[src/rtl/hdmi_pkg.sv]
// Shared types and constants for the HDMI video timing generator.
// Timing record, pipeline control beat and the config validity check.
package hdmi_pkg;

    localparam int TW = 14;

    localparam int VGA_H_TOTAL      = 800;
    localparam int VGA_H_DRAW_START = 0;
    localparam int VGA_H_DRAW_WIDTH = 640;
    localparam int VGA_H_SYNC_START = 656;
    localparam int VGA_H_SYNC_WIDTH = 96;
    localparam int VGA_V_TOTAL      = 525;
    localparam int VGA_V_DRAW_START = 0;
    localparam int VGA_V_DRAW_HEIGHT = 480;
    localparam int VGA_V_SYNC_START = 490;
    localparam int VGA_V_SYNC_HEIGHT = 2;

    typedef struct packed {
        logic [TW-1:0] h_total;
        logic [TW-1:0] h_draw_start;
        logic [TW-1:0] h_draw_width;
        logic [TW-1:0] h_sync_start;
        logic [TW-1:0] h_sync_width;
        logic [TW-1:0] v_total;
        logic [TW-1:0] v_draw_start;
        logic [TW-1:0] v_draw_height;
        logic [TW-1:0] v_sync_start;
        logic [TW-1:0] v_sync_height;
        logic          h_pol;
        logic          v_pol;
    } timing_t;

    typedef struct packed {
        logic en;
        logic hs;
        logic vs;
        logic vde;
        logic h_pol;
        logic v_pol;
    } beat_t;

    function automatic logic timing_valid(timing_t t, int unsigned ppc);
        logic [TW:0]   hd, hs, vd, vs;
        logic [TW-1:0] m;
        logic          fit, nz, al;
        m  = TW'(ppc - 1);
        // sums carry one extra bit so large values cannot wrap into range
        hd = {1'b0, t.h_draw_start} + {1'b0, t.h_draw_width};
        hs = {1'b0, t.h_sync_start} + {1'b0, t.h_sync_width};
        vd = {1'b0, t.v_draw_start} + {1'b0, t.v_draw_height};
        vs = {1'b0, t.v_sync_start} + {1'b0, t.v_sync_height};
        nz  = (t.h_total != '0) && (t.v_total != '0);
        fit = (hd <= {1'b0, t.h_total}) && (hs <= {1'b0, t.h_total})
            && (vd <= {1'b0, t.v_total}) && (vs <= {1'b0, t.v_total});
        al  = ((t.h_total & m) == '0) && ((t.h_draw_start & m) == '0)
            && ((t.h_draw_width & m) == '0) && ((t.h_sync_start & m) == '0)
            && ((t.h_sync_width & m) == '0);
        return nz && fit && al;
    endfunction

endpackage

[src/rtl/hdmi_video_timing_gen_cfg.sv]
// Timing shadow registers: capture, validation, pending set, frame swap.
// Exports the active timing record to the counters and decode.
module hdmi_vtg_cfg
    import hdmi_pkg::*;
#(
    parameter int      PPC   = 1,
    parameter timing_t DEF_T = '0
) (
    input  logic    clk,
    input  logic    rstn,
    input  logic    cfg_load,
    input  timing_t cfg_in,
    input  logic    boundary,
    output logic    cfg_err,
    output logic    cfg_pend,
    output timing_t act
);

    timing_t pend;
    logic    ok;

    assign ok = timing_valid(cfg_in, PPC);

    always_ff @(posedge clk) begin
        if (!rstn) begin
            act      <= DEF_T;
            pend     <= '0;
            cfg_pend <= 1'b0;
            cfg_err  <= 1'b0;
        end else begin
            cfg_err <= cfg_load & ~ok;
            if (boundary && cfg_pend) begin
                act      <= pend;
                cfg_pend <= 1'b0;
            end
            // a load on the swap beat queues for the following boundary
            if (cfg_load && ok) begin
                pend     <= cfg_in;
                cfg_pend <= 1'b1;
            end
        end
    end

endmodule

[src/rtl/hdmi_video_timing_gen.sv]
// Video timing generator and pixel request front end for the HDMI TX path.
// Beat counters, region decode, request stage and response-aligned output.
module hdmi_video_timing_gen
    import hdmi_pkg::*;
#(
    parameter int PPC               = 1,
    parameter int RESP_LATENCY      = 1,
    parameter int CW                = 14,
    parameter int DEF_H_TOTAL       = VGA_H_TOTAL,
    parameter int DEF_H_DRAW_START  = VGA_H_DRAW_START,
    parameter int DEF_H_DRAW_WIDTH  = VGA_H_DRAW_WIDTH,
    parameter int DEF_H_SYNC_START  = VGA_H_SYNC_START,
    parameter int DEF_H_SYNC_WIDTH  = VGA_H_SYNC_WIDTH,
    parameter int DEF_V_TOTAL       = VGA_V_TOTAL,
    parameter int DEF_V_DRAW_START  = VGA_V_DRAW_START,
    parameter int DEF_V_DRAW_HEIGHT = VGA_V_DRAW_HEIGHT,
    parameter int DEF_V_SYNC_START  = VGA_V_SYNC_START,
    parameter int DEF_V_SYNC_HEIGHT = VGA_V_SYNC_HEIGHT
) (
    input  logic              clk,
    input  logic              rstn,
    input  logic [CW-1:0]     cfg_h_total,
    input  logic [CW-1:0]     cfg_h_draw_start,
    input  logic [CW-1:0]     cfg_h_draw_width,
    input  logic [CW-1:0]     cfg_h_sync_start,
    input  logic [CW-1:0]     cfg_h_sync_width,
    input  logic [CW-1:0]     cfg_v_total,
    input  logic [CW-1:0]     cfg_v_draw_start,
    input  logic [CW-1:0]     cfg_v_draw_height,
    input  logic [CW-1:0]     cfg_v_sync_start,
    input  logic [CW-1:0]     cfg_v_sync_height,
    input  logic              cfg_h_pol,
    input  logic              cfg_v_pol,
    input  logic              cfg_load,
    output logic              cfg_err,
    output logic              cfg_pend,
    input  logic              advance,
    output logic              req_en,
    output logic              req_sof,
    output logic              req_eof,
    output logic              req_sol,
    output logic              req_eol,
    input  logic [8*PPC-1:0]  resp_red,
    input  logic [8*PPC-1:0]  resp_green,
    input  logic [8*PPC-1:0]  resp_blue,
    output logic              o_en,
    output logic              o_hsync,
    output logic              o_vsync,
    output logic              o_vde,
    output logic [8*PPC-1:0]  o_red,
    output logic [8*PPC-1:0]  o_green,
    output logic [8*PPC-1:0]  o_blue,
    output logic              frame_start
);

    localparam int SH = $clog2(PPC);
    localparam int W1 = CW + 1;

    localparam timing_t DEF_T = '{
        h_total:       TW'(DEF_H_TOTAL),
        h_draw_start:  TW'(DEF_H_DRAW_START),
        h_draw_width:  TW'(DEF_H_DRAW_WIDTH),
        h_sync_start:  TW'(DEF_H_SYNC_START),
        h_sync_width:  TW'(DEF_H_SYNC_WIDTH),
        v_total:       TW'(DEF_V_TOTAL),
        v_draw_start:  TW'(DEF_V_DRAW_START),
        v_draw_height: TW'(DEF_V_DRAW_HEIGHT),
        v_sync_start:  TW'(DEF_V_SYNC_START),
        v_sync_height: TW'(DEF_V_SYNC_HEIGHT),
        h_pol:         1'b1,
        v_pol:         1'b1
    };

    localparam beat_t RST_BEAT = '{1'b0, 1'b0, 1'b0, 1'b0, 1'b1, 1'b1};

    timing_t       cfg_in, act;
    logic [CW-1:0] hcnt, vcnt;
    logic [CW:0]   hc, vc, hb, hds, hde, hss, hse;
    logic [CW:0]   vt, vds, vde_e, vss, vse;
    logic          h_last, v_last, boundary;
    logic          draw, hs_win, vs_win, sol, eol, sof, eof;
    beat_t         a_beat, d_out;
    beat_t         dly [RESP_LATENCY];

    function automatic logic [CW:0] ext(logic [TW-1:0] v);
        return W1'(v);
    endfunction

    assign cfg_in = '{
        cfg_h_total, cfg_h_draw_start, cfg_h_draw_width,
        cfg_h_sync_start, cfg_h_sync_width,
        cfg_v_total, cfg_v_draw_start, cfg_v_draw_height,
        cfg_v_sync_start, cfg_v_sync_height,
        cfg_h_pol, cfg_v_pol
    };

    hdmi_vtg_cfg #(
        .PPC   (PPC),
        .DEF_T (DEF_T)
    ) u_cfg (
        .clk      (clk),
        .rstn     (rstn),
        .cfg_load (cfg_load),
        .cfg_in   (cfg_in),
        .boundary (boundary),
        .cfg_err  (cfg_err),
        .cfg_pend (cfg_pend),
        .act      (act)
    );

    // horizontal edges are converted from pixels to beats
    always_comb begin
        hc    = W1'(hcnt);
        vc    = W1'(vcnt);
        hb    = ext(act.h_total) >> SH;
        hds   = ext(act.h_draw_start) >> SH;
        hde   = (ext(act.h_draw_start) + ext(act.h_draw_width)) >> SH;
        hss   = ext(act.h_sync_start) >> SH;
        hse   = (ext(act.h_sync_start) + ext(act.h_sync_width)) >> SH;
        vt    = ext(act.v_total);
        vds   = ext(act.v_draw_start);
        vde_e = ext(act.v_draw_start) + ext(act.v_draw_height);
        vss   = ext(act.v_sync_start);
        vse   = ext(act.v_sync_start) + ext(act.v_sync_height);
    end

    assign h_last   = (hc + W1'(1)) >= hb;
    assign v_last   = (vc + W1'(1)) >= vt;
    assign boundary = advance && h_last && v_last;

    assign draw   = (hc >= hds) && (hc < hde) && (vc >= vds) && (vc < vde_e);
    assign hs_win = (hc >= hss) && (hc < hse);
    assign vs_win = (vc >= vss) && (vc < vse);
    assign sol    = draw && (hc == hds);
    assign eol    = draw && ((hc + W1'(1)) == hde);
    assign sof    = sol && (vc == vds);
    assign eof    = eol && ((vc + W1'(1)) == vde_e);

    always_ff @(posedge clk) begin
        if (!rstn) begin
            hcnt <= '0;
            vcnt <= '0;
        end else if (advance) begin
            if (h_last) begin
                hcnt <= '0;
                vcnt <= v_last ? '0 : vcnt + CW'(1);
            end else begin
                hcnt <= hcnt + CW'(1);
            end
        end
    end

    always_ff @(posedge clk) begin
        if (!rstn) begin
            req_en      <= 1'b0;
            req_sof     <= 1'b0;
            req_eof     <= 1'b0;
            req_sol     <= 1'b0;
            req_eol     <= 1'b0;
            frame_start <= 1'b0;
            a_beat      <= RST_BEAT;
        end else begin
            req_en      <= advance & draw;
            req_sof     <= advance & sof;
            req_eof     <= advance & eof;
            req_sol     <= advance & sol;
            req_eol     <= advance & eol;
            frame_start <= advance & (hcnt == '0) & (vcnt == '0);
            a_beat      <= '{advance, advance & hs_win, advance & vs_win,
                             advance & draw, act.h_pol, act.v_pol};
        end
    end

    always_ff @(posedge clk) begin
        if (!rstn) begin
            for (int i = 0; i < RESP_LATENCY; i++) dly[i] <= RST_BEAT;
        end else begin
            dly[0] <= a_beat;
            for (int i = 1; i < RESP_LATENCY; i++) dly[i] <= dly[i-1];
        end
    end

    assign d_out = dly[RESP_LATENCY-1];

    always_ff @(posedge clk) begin
        if (!rstn) begin
            o_en    <= 1'b0;
            o_hsync <= 1'b0;
            o_vsync <= 1'b0;
            o_vde   <= 1'b0;
            o_red   <= '0;
            o_green <= '0;
            o_blue  <= '0;
        end else begin
            o_en    <= d_out.en;
            o_hsync <= ~(d_out.hs ^ d_out.h_pol);
            o_vsync <= ~(d_out.vs ^ d_out.v_pol);
            o_vde   <= d_out.vde;
            o_red   <= d_out.vde ? resp_red   : '0;
            o_green <= d_out.vde ? resp_green : '0;
            o_blue  <= d_out.vde ? resp_blue  : '0;
        end
    end

endmodule

[config.mk]
export PLATFORM = sky130hd
export DESIGN_NAME = hdmi_video_timing_gen
export DESIGN_NICKNAME = d
export VERILOG_FILES = /design/src/rtl/hdmi_pkg.sv /design/src/rtl/hdmi_video_timing_gen_cfg.sv /design/src/rtl/hdmi_video_timing_gen.sv
export SDC_FILE = /design/constraint.sdc
export NUM_CORES = 1
export LEC_CHECK = 0
export BUFFER_PORTS_ARGS = -buffer_cell sky130_fd_sc_hd__buf_2
export CORE_MARGIN = 5
export CORE_UTILIZATION = 55
export DETAILED_ROUTE_END_ITERATION = 12
export GPL_TIMING_DRIVEN = 0
export HOLD_SLACK_MARGIN = 0.02
export PLACE_DENSITY = 0.75
export SLEW_MARGIN = 0
export SYNTH_ARGS = -nofsm -noshare
export SYNTH_HDL_FRONTEND = slang
export SYNTH_SLANG_ARGS = --single-unit
[constraint.sdc]
create_clock -name clk -period 4.4 [get_ports clk]
set_input_delay 0 -clock clk [delete_from_list [all_inputs] [get_ports clk]]
set_output_delay 0 -clock clk [all_outputs]
set_load 0.01 [all_outputs]
Word-level counts from Yosys, hierarchy flattened
Memory sizes are Yosys's and may differ from the RTL's.
Index checks and enable logic that the tools add are counted.
{"block": "totals", "ff_bits": 353, "ram_bits": 6, "inputBits": 170, "out_inout_bits": 36, "wordCells": 126, "n_memories": 1}
{"block": "classes", "addsub": 12, "n_lt_le_gt_ge": 14, "eq_ne": 4, "muxes": 8, "n_bitwise": 15, "reduce_logical": 26}
{"name": "dly", "depth": 1, "width": 6, "rd": 1, "rd_ports_with_merged_regs": 0, "write_ports": 1, "line": "hdmi_video_timing_gen.sv:83", "source": "beat_t dly [RESP_LATENCY];"}
{"cell": "$add 14x14->15", "n": 8}
{"cell": "$le 15x14->1", "n": 4}
{"cell": "$lt 14x15->1", "n": 4}
{"cell": "$ge 14x14->1", "n": 4}
{"cell": "$add 14x1->15 const B", "n": 2}
{"cell": "$eq 15x15->1", "n": 2}
{"cell": "$ge 15x14->1", "n": 2}
{"cell": "$add 14x1->14 const B", "n": 2}
{"cell": "$eq 14x14->1", "n": 2}
{"cell": "$logic_not 14->1", "n": 2}
{"cell": "$mux 14", "n": 2}
{"cell": "$reduce_bool 14->1", "n": 2}
{"cell": "$logic_and 1x1->1", "n": 18}
{"cell": "$and 1x1->1", "n": 10}
{"cell": "$mux 6", "n": 1}
{"cell": "$reduce_or 6->1", "n": 1}
{"cell": "$mux 1", "n": 5}
{"cell": "$reduce_and 2->1", "n": 2}
{"cell": "$not 1->1", "n": 3}
{"cell": "$reduce_bool 2->1", "n": 1}
{"cell": "$xor 1x1->1", "n": 2}

Logic depth before layout (Yosys ltp)
Gate-level depths: netlist of run 1.
{"block": "logic_depth", "depth_word": 8, "mapped_depth": 24, "ltp_nobuf": 22}

Modules after synthesis
A second synthesis of run 1 with hierarchy kept.
{"block": "hier_totals", "cells_unflattened": 2849, "hier_area_um2": 23700.2}
{"module": "hdmi_vtg_cfg", "n_inst": 1, "cells_each": 1760, "area_per_inst_um2": 14707.9, "seq_area_each_um2": 5725.5}
{"module": "hdmi_video_timing_gen", "n_inst": 1, "cells_each": 1089, "area_per_inst_um2": 8992.4, "seq_area_each_um2": 1461.4}

Least setup slack after synthesis of run 1
Ideal clock, no wire load.
{"block": "synth_timing", "path_kind": "register -> register", "startpoint": "register vcnt[2]", "endpoint": "register, netlist name u_cfg.act[11]", "setup_time_ns": 0.129, "t_arrival_ns": 3.638, "t_required_ns": 4.271, "path_slack_ns": 0.634, "path_stages_with_launch": 18, "path_buffers": 4, "period_less_slack_ns": 3.766, "path_cell_list": "dfxtp_1 > buf_2 > nand4_1 > nor3_1 > nand3_1 > xor2_1 > inv_1 > ha_1 > o211ai_1 > or4_1 > a21oi_1 > or4b_1 > clkbuf_1 > o2111ai_2 > buf_2 > clkbuf_1 > nand3_1 > o21ai_0"}
{"block": "synth_between", "elab_chain_len": 4}
{"item": "from (decl)", "line": "hdmi_video_timing_gen.sv:77", "source": "logic [CW-1:0] hcnt, vcnt;"}
{"item": "from (signal assigned)", "line": "hdmi_video_timing_gen.sv:146", "source": "vcnt <= v_last ? '0 : vcnt + CW'(1);"}
{"item": "$add 14x1->15", "line": "hdmi_video_timing_gen.sv:128", "source": "assign v_last = (vc + W1'(1)) >= vt;"}
{"item": "$ge 15x14->1", "line": "hdmi_video_timing_gen.sv:128"}
{"item": "$logic_and 1x1->1", "line": "hdmi_video_timing_gen.sv:129", "source": "assign boundary = advance && h_last && v_last;"}
{"item": "$logic_and 1x1->1", "line": "hdmi_video_timing_gen_cfg.sv:32", "source": "if (boundary && cfg_pend) begin"}
Every way passes these cells.
A chain may end at the register's enable or synchronous reset.

Worst setup path after layout of run 1
{"block": "layout_timing", "startpoint": "input cfg_v_draw_start[4]", "endpoint": "register u_cfg.pend[1] (netlist name)"}
{"block": "layout_between", "elab_chain_len": 6}
{"item": "from (decl)", "line": "hdmi_video_timing_gen.sv:28", "source": "input logic [CW-1:0] cfg_v_draw_start,"}
{"item": "$add 14x14->15", "line": "hdmi_pkg.sv:50", "source": "vd = {1'b0, t.v_draw_start} + {1'b0, t.v_draw_height};"}
{"item": "$le 15x14->1", "line": "hdmi_pkg.sv:54", "source": "&& (vd <= {1'b0, t.v_total}) && (vs <= {1'b0, t.v_total});"}
{"item": "$logic_and 1x1->1 (2 in a row)", "line": "hdmi_pkg.sv:54"}
{"item": "$logic_and 1x1->1", "line": "hdmi_pkg.sv:58", "source": "return nz && fit && al;"}
{"item": "$logic_and 1x1->1", "line": "hdmi_video_timing_gen_cfg.sv:37", "source": "if (cfg_load && ok) begin"}
{"item": "to (signal assigned)", "line": "hdmi_video_timing_gen_cfg.sv:38", "source": "pend <= cfg_in;"}
{"item": "to (decl)", "line": "hdmi_video_timing_gen_cfg.sv:19", "source": "timing_t pend;"}
Every way passes these cells.

==> flow_summary.yaml, run 1 <==
outcome:
  status: "finished with violations"
  violations: "setup timing"
critical_path:
  worstPathMaxFanout: 10
  crit_type: "input port to register"
  cp.arrival_ns: 4.83
  startpoint_type: "input port"
  cp.required_ns: 4.81
  end_kind: "register"
cts:
  cts_tree: "built"
  clkLatencyLatePin_ns: 0.53
  cts_root_buffer: "clkbuf_16"
  htree_levels: 2
  clkTransAtPathRegs_ns: 0.06
  numClockSinks: 359
  cts_made_buffers: 36
  clock_path_buffers: 3
layout:
  layout_commonest_cell: "nand2_1"
  nets: 3560
  syn2layout_area_growth_pct: 20.77
  fin_cells: 3624
  final_cell_mix: "nand2_1, dfxtp_1, ha_1, buf_2, o21ai_0"
  n_fill_cell: 3224
  drive_above_1_share_pct: 11.10
  fin_util_pct: 66.94
hold_path:
  min_path_type: "input port to register"
sta:
  finalCritPeriodShare_pct: 100.6
  worst_slew_margin_rel_pct: 32.39
  fin_skew_ns: 0.01795
  worst_slew_pin_slew_ns: 1.006
  slew_viol_final: 0
  fin_crit_ns: 4.425
  hold_viol: 0
  holdWs_ns: 0.1345
  fmax_ghz: 0.2260
  layout_setup_ws_ns: -0.02469
  setup_viol: 12
floorplan:
  std_cell_rows: 74
  start_util_pct: 55.43
  die-area_um2: 45110
  dieHeight_um: 212.4
  die_w_um: 212.4
  io_pins: 206
  core_um2: 40650
drt:
  drcViolationCount: 0
  avgRoutedWirePerCell_um: 20.34
  wirelength_um: 73710
  wl_met2_um: 31770
  viasPerCell: 5.932
  route.met3.wl_um: 6391
  ant_nets: 0
  wl_met1_um: 32480
  drt-initial-drc-count: 2023
  vias: 21500
  highest_layer: "met4"
  first_pass_iters: 5
placed_design:
  place_inst: 3392
  numPortBuffers: 204
  dp_hpwl_um: 56220
  gp_congestion: 0.9833
yosys:
  synth_nets: 3144
  synth-edff-count: 0
  ys_seq_area_share_pct: 31.90
  synthFlopType: "dfxtp_1"
  async_reset_ff_share_pct: 0
  synthCells: 2656
  synth.yosys.warnings: 0
  syn_avg_cell_area_um2: 8.482
  synth_seq_cells: 359
  syn_area_um2: 22530
  synth.distinct_cells: 69
pwr:
  power.total_mw: 7.454
  peakVddDrop_v: 0.0002228
  cellPowerDensity_nw_per_um2: 274.0
  leakagePower_nw: 13.05
global_routing:
  grt_pass1_wl_um: 114100
  grt_max_degree: 14
  first_global_vias: 21240
  grt_antenna_before_repair: 0
  track_usage_pct: 31.63
  grt.overflow.total: 0
job:
  maxCapViolCount: 0
==> power by group <==
part	total [mW]	switching [mW]	internal, mW
sequential	3.31	0.0183	3.29
clock	2.88	1.25	1.62
combinational	1.27	0.715	0.557
==> final cells by class <==
cell class              count  area, um2  share of cell area (%)
plain buffers             111      544.3                   2.000
clock inverters             5      46.29                  0.1702
repair buffers            380       2760                   10.14
flip-flops and latches    359       7194                   26.44
multi-input cells        2013      14320                   52.64
inverters                 171      641.9                   2.359
diodes                      1      2.502                0.009198
well taps                 532      665.6                   2.447
clock buffers              52       1031                   3.789
==> state kept, by name, indices dropped and copies added, names as in the netlist, 6 cells and up <==
register and flops:
o_blue 8, dly 6, o_red 8, u_cfg.act 142, vcnt 14, hcnt 14
u_cfg.pend 142, a_beat 6, o_green 8
==> worst max-delay path, stage by stage <==
cell and delay [ns]:
dlygate4sd3_1 0.57, buf_2 0.18, ha_1 0.35, o21a_1 0.14, o21a_1 0.16, nor2_1 0.24
o31ai_1 0.21, o41ai_2 0.30, xnor2_1 0.14, ha_1 0.32, nand3_1 0.13, or4_1 0.55
o21ai_1 0.22, nand4_1 0.20, nor4_4 0.41, nand2_2 0.14, buf_4 0.18, clkbuf_4 0.22
mux2i_1 0.15
==> metal layers <==
layer / global-route usage (%) / vias up
met5: 0 / -
met4: 11.37 / 0
li1: - / 10200
met1: 44.35 / 10020
met3: 5.120 / 216
met2: 49.50 / 1060
==> repair_timing <==
item / 4_1_cts / 5_1_grt
buffers inserted: 0 / 9
setup endpoints to repair: 154 / 304
pin swaps: 1 / 6
resized for setup: 11 / 50
cloned: 0 / 0
endpoints found under the hold margin: 168 / 0
hold buffers: 167 / 0
==> synth_stat cells, types with 6 or more instances <==
library cell / instances / area (um2)
nor4_1: 17 / 106.4
nor2b_1: 35 / 219.0
and2_1: 13 / 81.33
dfxtp_1: 359 / 7187
a21oi_1: 114 / 570.6
o21ai_0: 197 / 986.0
or3_1: 6 / 37.54
buf_1: 6 / 22.52
buf_6: 9 / 101.4
ha_1: 310 / 3879
o21bai_1: 9 / 67.56
fa_1: 8 / 160.2
o21a_1: 26 / 195.2
clkbuf_1: 75 / 281.5
o21ai_1: 7 / 35.03
nand3_1: 181 / 905.9
buf_2: 22 / 110.1
and3_1: 40 / 250.2
inv_1: 171 / 641.9
nand2b_1: 22 / 137.6
o211ai_1: 24 / 180.2
nand2_1: 389 / 1460
nand4_1: 37 / 231.5
xnor2_1: 89 / 779.5
and4_1: 11 / 96.34
nor2_1: 76 / 285.3
o2bb2ai_1: 9 / 78.83
a211oi_1: 12 / 90.09
a21boi_0: 16 / 120.1
nor3_1: 29 / 145.1
a31oi_1: 10 / 62.56
a21o_1: 55 / 412.9
mux2i_1: 142 / 1421
xor2_1: 53 / 464.2
==> metrics by stage <==
stage	setup slack, ns	area [um2]	TNS, ns
finish	-0.02469	27210	-0.1228
global placement	-0.5184	24220	-85.01
CTS	0.01291	27010	0
floorplan	0.6336	22530	0
global route	-0.1631	27200	-11.46
detailed placement	-0.6766	24220	-128.66
==> kinds of logic (layout without fill, tap and decap cells) <==
family	count (synthesis)	count (layout)	synth area share, %
multiplexers	142	142	6.309
other	0	1	0
AO/OA/AOI/OAI	532	532	14.62
adder cells (fa/ha/maj)	318	318	17.93
AND/OR/NAND/NOR	877	877	18.38
flip-flops	359	359	31.90
buffers and inverters	284	719	5.171
XOR/XNOR	144	144	5.698
==> path summary, 6_finish.rpt <==
| path | endpoint | depth (start not counted) | start | slack [ns] |
|---|---|---|---|---|
| max | u_cfg.pend[1] | 19 | cfg_v_draw_start[4] | -0.02 |
| min | hcnt[2] | 4 | advance | 0.13 |
| max reg2reg | a_beat[4] | 16 | u_cfg.act[72] | 0.23 |
| min reg2reg | dly[0][0] | 1 | a_beat[0] | 0.41 |
(Power assumes the default switching activity.)
==> inputs of run 2 (changes only) <==
==> constraint.sdc (replaced) <==
create_clock -name clk -period 4.4 [get_ports clk]
set_input_delay 0.44 -clock clk [delete_from_list [all_inputs] [get_ports clk]]
set_output_delay 0.44 -clock clk [all_outputs]
set_load 0.01 [all_outputs]
==> run 2 against run 1 <==
The run now ends clean. Sequential power about the same. Worst setup slack better by 0.069 ns. Global-route usage down 2.0 points. Clock power about the same. Critical endpoint is now u_cfg.pend[40]. Clock skew barely moved. Wire length fell by 6.3%. First-iteration DRC count is 13% lower. Sequential cell count did not move. Cell area shrank 6.2%. Combinational power decreased by 13%.
==> flow_summary.yaml, run 2 (synthesized netlist as in run 1, its figures left out) <==
layout:
  layout_commonest_cell: "nand2_1"
  syn2layout_area_growth_pct: 13.31
  fin_util_pct: 62.81
  drive_above_1_share_pct: 11.64
  largest_registers: "u_cfg.act (142), u_cfg.pend (142)"
  final_cell_mix: "nand2_1, dfxtp_1, ha_1, buf_2, o21ai_0"
  design_area_um2: 25530
  nets: 3390
  n_fill_cell: 3518
  fin_cells: 3455
hold_path:
  min_path_type: "input port to register"
global_routing:
  grt.overflow.total: 0
  grt_pass1_wl_um: 106700
  grt_max_degree: 14
  first_global_vias: 19650
  grt_antenna_before_repair: 2
  track_usage_pct: 29.64
critical_path:
  startpoint_type: "input port"
  worstPathMaxFanout: 10
  r2r_slack_ns: 0.22
  end_kind: "register"
  crit_type: "input port to register"
  cp.arrival_ns: 4.80
  cp.required_ns: 4.85
placed_design:
  pre_cts_slack_ns: -0.8407
  dp_hpwl_um: 56220
  place_inst: 3392
  dpl_cell_area_um2: 24220
  numPortBuffers: 204
  gp_congestion: 0.9833
sta:
  worst_slew_pin_slew_ns: 1.071
  fin_skew_ns: 0.01834
  layout_setup_ws_ns: 0.04387
  slew_viol_final: 0
  setup_viol: 0
  finalCritPeriodShare_pct: 99.00
  worst_slew_margin_rel_pct: 28.05
  fin_crit_ns: 4.356
  holdWs_ns: 0.1516
  hold_viol: 0
  fmax_ghz: 0.2296
pwr:
  power_frac_comb_pct: 15.2
  switchingPower_mw: 1.938
  clock_power_share_pct: 39.5
  leakagePower_nw: 12.34
  p_int_mw: 5.366
  peakVddDrop_v: 0.0002204
  swShare_pct: 26.53
  cellPowerDensity_nw_per_um2: 286.1
  seqPwrFrac_pct: 45.3
cts:
  htree_levels: 2
  cts_made_buffers: 36
  clock_path_buffers: 3
  numClockSinks: 359
  clkTransAtPathRegs_ns: 0.06
  cts_tree: "built"
  clkLatencyLatePin_ns: 0.53
  cts_root_buffer: "clkbuf_16"
floorplan:
  io_pins: 206
  die-area_um2: 45110
  die_w_um: 212.4
  start_util_pct: 55.43
  core_um2: 40650
  dieHeight_um: 212.4
  std_cell_rows: 74
drt:
  drcViolationCount: 0
  avgRoutedWirePerCell_um: 20.00
  ant_nets: 0
  vias: 20420
  viasPerCell: 5.911
  first_pass_iters: 5
  wirelength_um: 69100
  drt-initial-drc-count: 1759
outcome:
  status: "finished, final reports clean"
job:
  maxCapViolCount: 0
[run 2: cell count changes in the layout (fill, tap and decap cells not counted), sizes merged]
cell,before,now
dlygate4sd3,167,0
buf,250,248
clkbuf,126,125
diode,1,2
[run 2: layout make-up]
class	count	area, um2	area share, %
diodes	2	5.005	0.01960
repair buffers	211	1074	4.205
multi-input cells	2013	14340	56.17
well taps	532	665.6	2.607
plain buffers	110	533.0	2.088
inverters	171	641.9	2.514
clock buffers	52	1031	4.039
flip-flops and latches	359	7192	28.17
clock inverters	5	46.29	0.1813
[run 2: final timing paths]
path	cells past startpoint	start	endpoint
max	23	cfg_v_sync_start[0]	u_cfg.pend[40]
min	2	resp_green[1]	o_green[1]
max reg2reg	14	vcnt[10]	u_cfg.act[0]
min reg2reg	1	a_beat[0]	dly[0][0]
[run 2: per-layer routing]
layer	vias up	wire length [um]	track usage (%)
met1	9612	31960	43.30
met2	815	29070	44.89
met4	2	2087	8.718
li1	9875	-	-
met3	118	5965	5.356
met5	-	13	0
[run 2: what timing repair did]
action	4_1_cts	5_1_grt
pin swaps	7	13
resized for setup	16	35
setup buffers	2	5
hold buffers	0	0
endpoints found under the setup margin	296	303
[run 2: critical path, stage by stage]
cell      delay [ns]
buf_2           0.12
ha_1            0.21
inv_1           0.08
fa_2            0.23
nor2b_2         0.05
o31a_1          0.34
o21ai_2         0.20
o21bai_1        0.12
a21oi_2         0.17
o21bai_1        0.11
a21oi_2         0.19
xnor2_2         0.16
ha_1            0.30
a21o_1          0.21
a21oi_2         0.16
and3_1          0.17
a221o_1         0.26
nand4_1         0.23
nor4_4          0.36
nand2_2         0.13
buf_4           0.17
buf_4           0.20
mux2i_1         0.19
[run 2: metrics by stage]
| stage | setup TNS, ns | power [mW] |
|---|---|---|
| 6_report | 0 | 7.303 |
| 5_1_grt | -0.2907 | 7.571 |
| 4_1_cts | 0 | 7.275 |
| 3_5_place_dp | -191.20 | 4.433 |
| 3_3_place_gp | -147.49 | 4.385 |
| 2_1_floorplan | 0 | 4.067 |
[run 2: power groups by stage]
stage	Clock, mW	Combinational (mW)	Sequential (mW)
after floorplan	0	0.691	3.38
after global placement	0	1.01	3.38
after detailed placement	0	1.05	3.38
after CTS	2.90	1.07	3.31
after global routing	3.05	1.22	3.31
final	2.88	1.11	3.31
==> inputs of run 3 (changes only) <==
--- a/config.mk
+++ b/config.mk
@@ -12,6 +12,7 @@
 export GPL_TIMING_DRIVEN = 0
 export HOLD_SLACK_MARGIN = 0.02
 export PLACE_DENSITY = 0.75
+export RECOVER_POWER = 25
 export SLEW_MARGIN = 0
 export SYNTH_ARGS = -nofsm -noshare
 export SYNTH_HDL_FRONTEND = slang
==> constraint.sdc (replaced) <==
create_clock -name clk -period 4.4 [get_ports clk]
set_input_delay 0.44 -clock clk [delete_from_list [all_inputs] [get_ports clk]]
set_output_delay 0.44 -clock clk [all_outputs]
set_load 0.005 [all_outputs]
==> run 3 against run 2 <==
Critical path depth unchanged. Non-clock buffer count unchanged. Register-to-register slack about the same. Via count is essentially flat. Clock power about the same. Combinational power about the same. Cell area decreased by 0.10%. Sequential power barely moved. Wire length is 0.10% higher. Final cell count unchanged. Fmax barely moved. Critical path type unchanged. Highest routed layer unchanged.
==> flow_summary.yaml, run 3 (synthesized netlist as in run 1, its figures left out) <==
drt:
  first_pass_iters: 6
  wirelength_um: 69170
  avgRoutedWirePerCell_um: 20.02
  drt-initial-drc-count: 1742
  drcViolationCount: 0
  ant_nets: 0
  viasPerCell: 5.907
  vias: 20410
critical_path:
  cp.arrival_ns: 4.80
  cpPeakStageDelay_ns: 0.36
  r2r_slack_ns: 0.22
  end_kind: "register"
  crit_slowest_cell: "nor4_4"
  cp_cell_sequence: "buf_2 -> ha_1 -> inv_1 -> fa_2 -> nor2b_2 -> o31a_1 -> o21ai_2 -> o21bai_1 -> a21oi_2 -> o21bai_1 -> a21oi_2 -> xnor2_2 -> ha_1 -> a21o_1 -> a21oi_2 -> and3_1 -> a221o_1 -> nand4_1 -> nor4_4 -> nand2_2 -> buf_4 -> buf_4 -> mux2i_1"
  cpMostUsedCell: "a21oi_2"
  critical-path-top-delay-family: "compound AO/OA/AOI/OAI gates"
  cp.required_ns: 4.85
  worst-path-buf-inv: 4
  crit_type: "input port to register"
  startpoint_type: "input port"
  worstPathMaxFanout: 10
pwr:
  cellPowerDensity_nw_per_um2: 286.2
  peakVddDrop_v: 0.0002213
  p_int_mw: 5.364
  power.total_mw: 7.299
  seqPwrFrac_pct: 45.3
  leakagePower_nw: 12.25
  switchingPower_mw: 1.935
  clock_power_share_pct: 39.5
  power_frac_comb_pct: 15.2
  swShare_pct: 26.51
sta:
  worst_slew_pin_slew_ns: 1.091
  finalCritPeriodShare_pct: 99.03
  setup_tns_ns: 0
  hold_viol: 0
  holdWs_ns: 0.1533
  layout_setup_ws_ns: 0.04266
  fmax_ghz: 0.2295
  worst_slew_margin_rel_pct: 26.68
  setup_viol: 0
  slew_viol_final: 0
  fin_skew_ns: 0.01990
  fin_crit_ns: 4.357
global_routing:
  grt.overflow.total: 0
  grt_antenna_before_repair: 2
  grt_max_degree: 14
  first_global_vias: 19650
  grt_pass1_wl_um: 106700
  track_usage_pct: 29.64
cts:
  clkTransAtPathRegs_ns: 0.06
  cts_root_buffer: "clkbuf_16"
  clkLatencyLatePin_ns: 0.53
  numClockSinks: 359
  cts_tree: "built"
  clock_path_buffers: 3
  cts_made_buffers: 36
  htree_levels: 2
layout:
  largest_registers: "u_cfg.act (142), u_cfg.pend (142)"
  final_cell_mix: "nand2_1, dfxtp_1, ha_1, buf_2, o21ai_0"
  syn2layout_area_growth_pct: 13.20
  layout_commonest_cell: "nand2_1"
  nets: 3390
  drive_above_1_share_pct: 10.92
  design_area_um2: 25500
floorplan:
  die_w_um: 212.4
  die-area_um2: 45110
  std_cell_rows: 74
  start_util_pct: 55.43
  core_um2: 40650
  io_pins: 206
  dieHeight_um: 212.4
placed_design:
  gp_congestion: 0.9833
  dp_hpwl_um: 56220
  pre_cts_slack_ns: -0.8407
  dpl_cell_area_um2: 24220
  numPortBuffers: 204
hold_path:
  min_path_type: "input port to register"
job:
  maxCapViolCount: 0
outcome:
  status: "finished, final reports clean"
-- run 3: through the flow --
stage | util, % | instances
after floorplan | - | 2656
after global placement | 59.58 | 3392
after detailed placement | 59.58 | 3392
after CTS | 62.43 | 3450
after global routing | 62.73 | 3454
final | 62.74 | 3455
-- run 3: worst reg2reg max path: cells and delay by family, from the launching register on --
kind	cells	cell delay [ns]
and+or+nand+nor	6	1.80
DFF	1	0.66
AOI/OAI and AO/OA	4	0.65
buffers and inverters	2	0.36
adders and majority gates	1	0.31
xor gates and xnor gates	1	0.25
-- run 3: cell type report --
cell class                 instances  area, um2
fill                            3536      15140
multi-input combinational       2013      14340
sequential                       359       7192
timing repair buffer             211       1047
clock buffer                      52       1031
tap                              532      665.6
inverter                         171      641.9
buffer                           110      533.0
clock inverter                     5      46.29
antenna                            2      5.005
-- run 3: worst paths after layout --
path | from | end | depth (start not counted)
worst min-delay path | resp_green[3] | o_green[3] | 2
worst min register to register | a_beat[0] | dly[0][0] | 1
worst max-delay path | cfg_v_sync_start[0] | u_cfg.pend[40] | 23
worst max register to register | vcnt[10] | u_cfg.act[0] | 14
-- run 3: power groups by stage --
stage | Clock, mW | Combinational [mW] | Sequential, mW
final | 2.88 | 1.11 | 3.31
after CTS | 2.90 | 1.07 | 3.31
after floorplan | 0 | 0.691 | 3.37
after detailed placement | 0 | 1.05 | 3.38
after global placement | 0 | 1.01 | 3.38
after global routing | 3.05 | 1.21 | 3.31
-- run 3: metal layers --
layer / track usage, % / wire, um / share of wire (%)
met1: 43.30 / 32050 / 46
met2: 44.89 / 29130 / 42
met3: 5.356 / 5891 / 8.5
met4: 8.718 / 2083 / 3.0
met5: 0 / 13 / 0.019
-- run 3: timing repair --
item	4_1_cts	5_1_grt
gates resized for setup	16	35
hold buffers	0	0
setup endpoints to repair	296	303
setup buffers	2	5
pin swaps	7	13
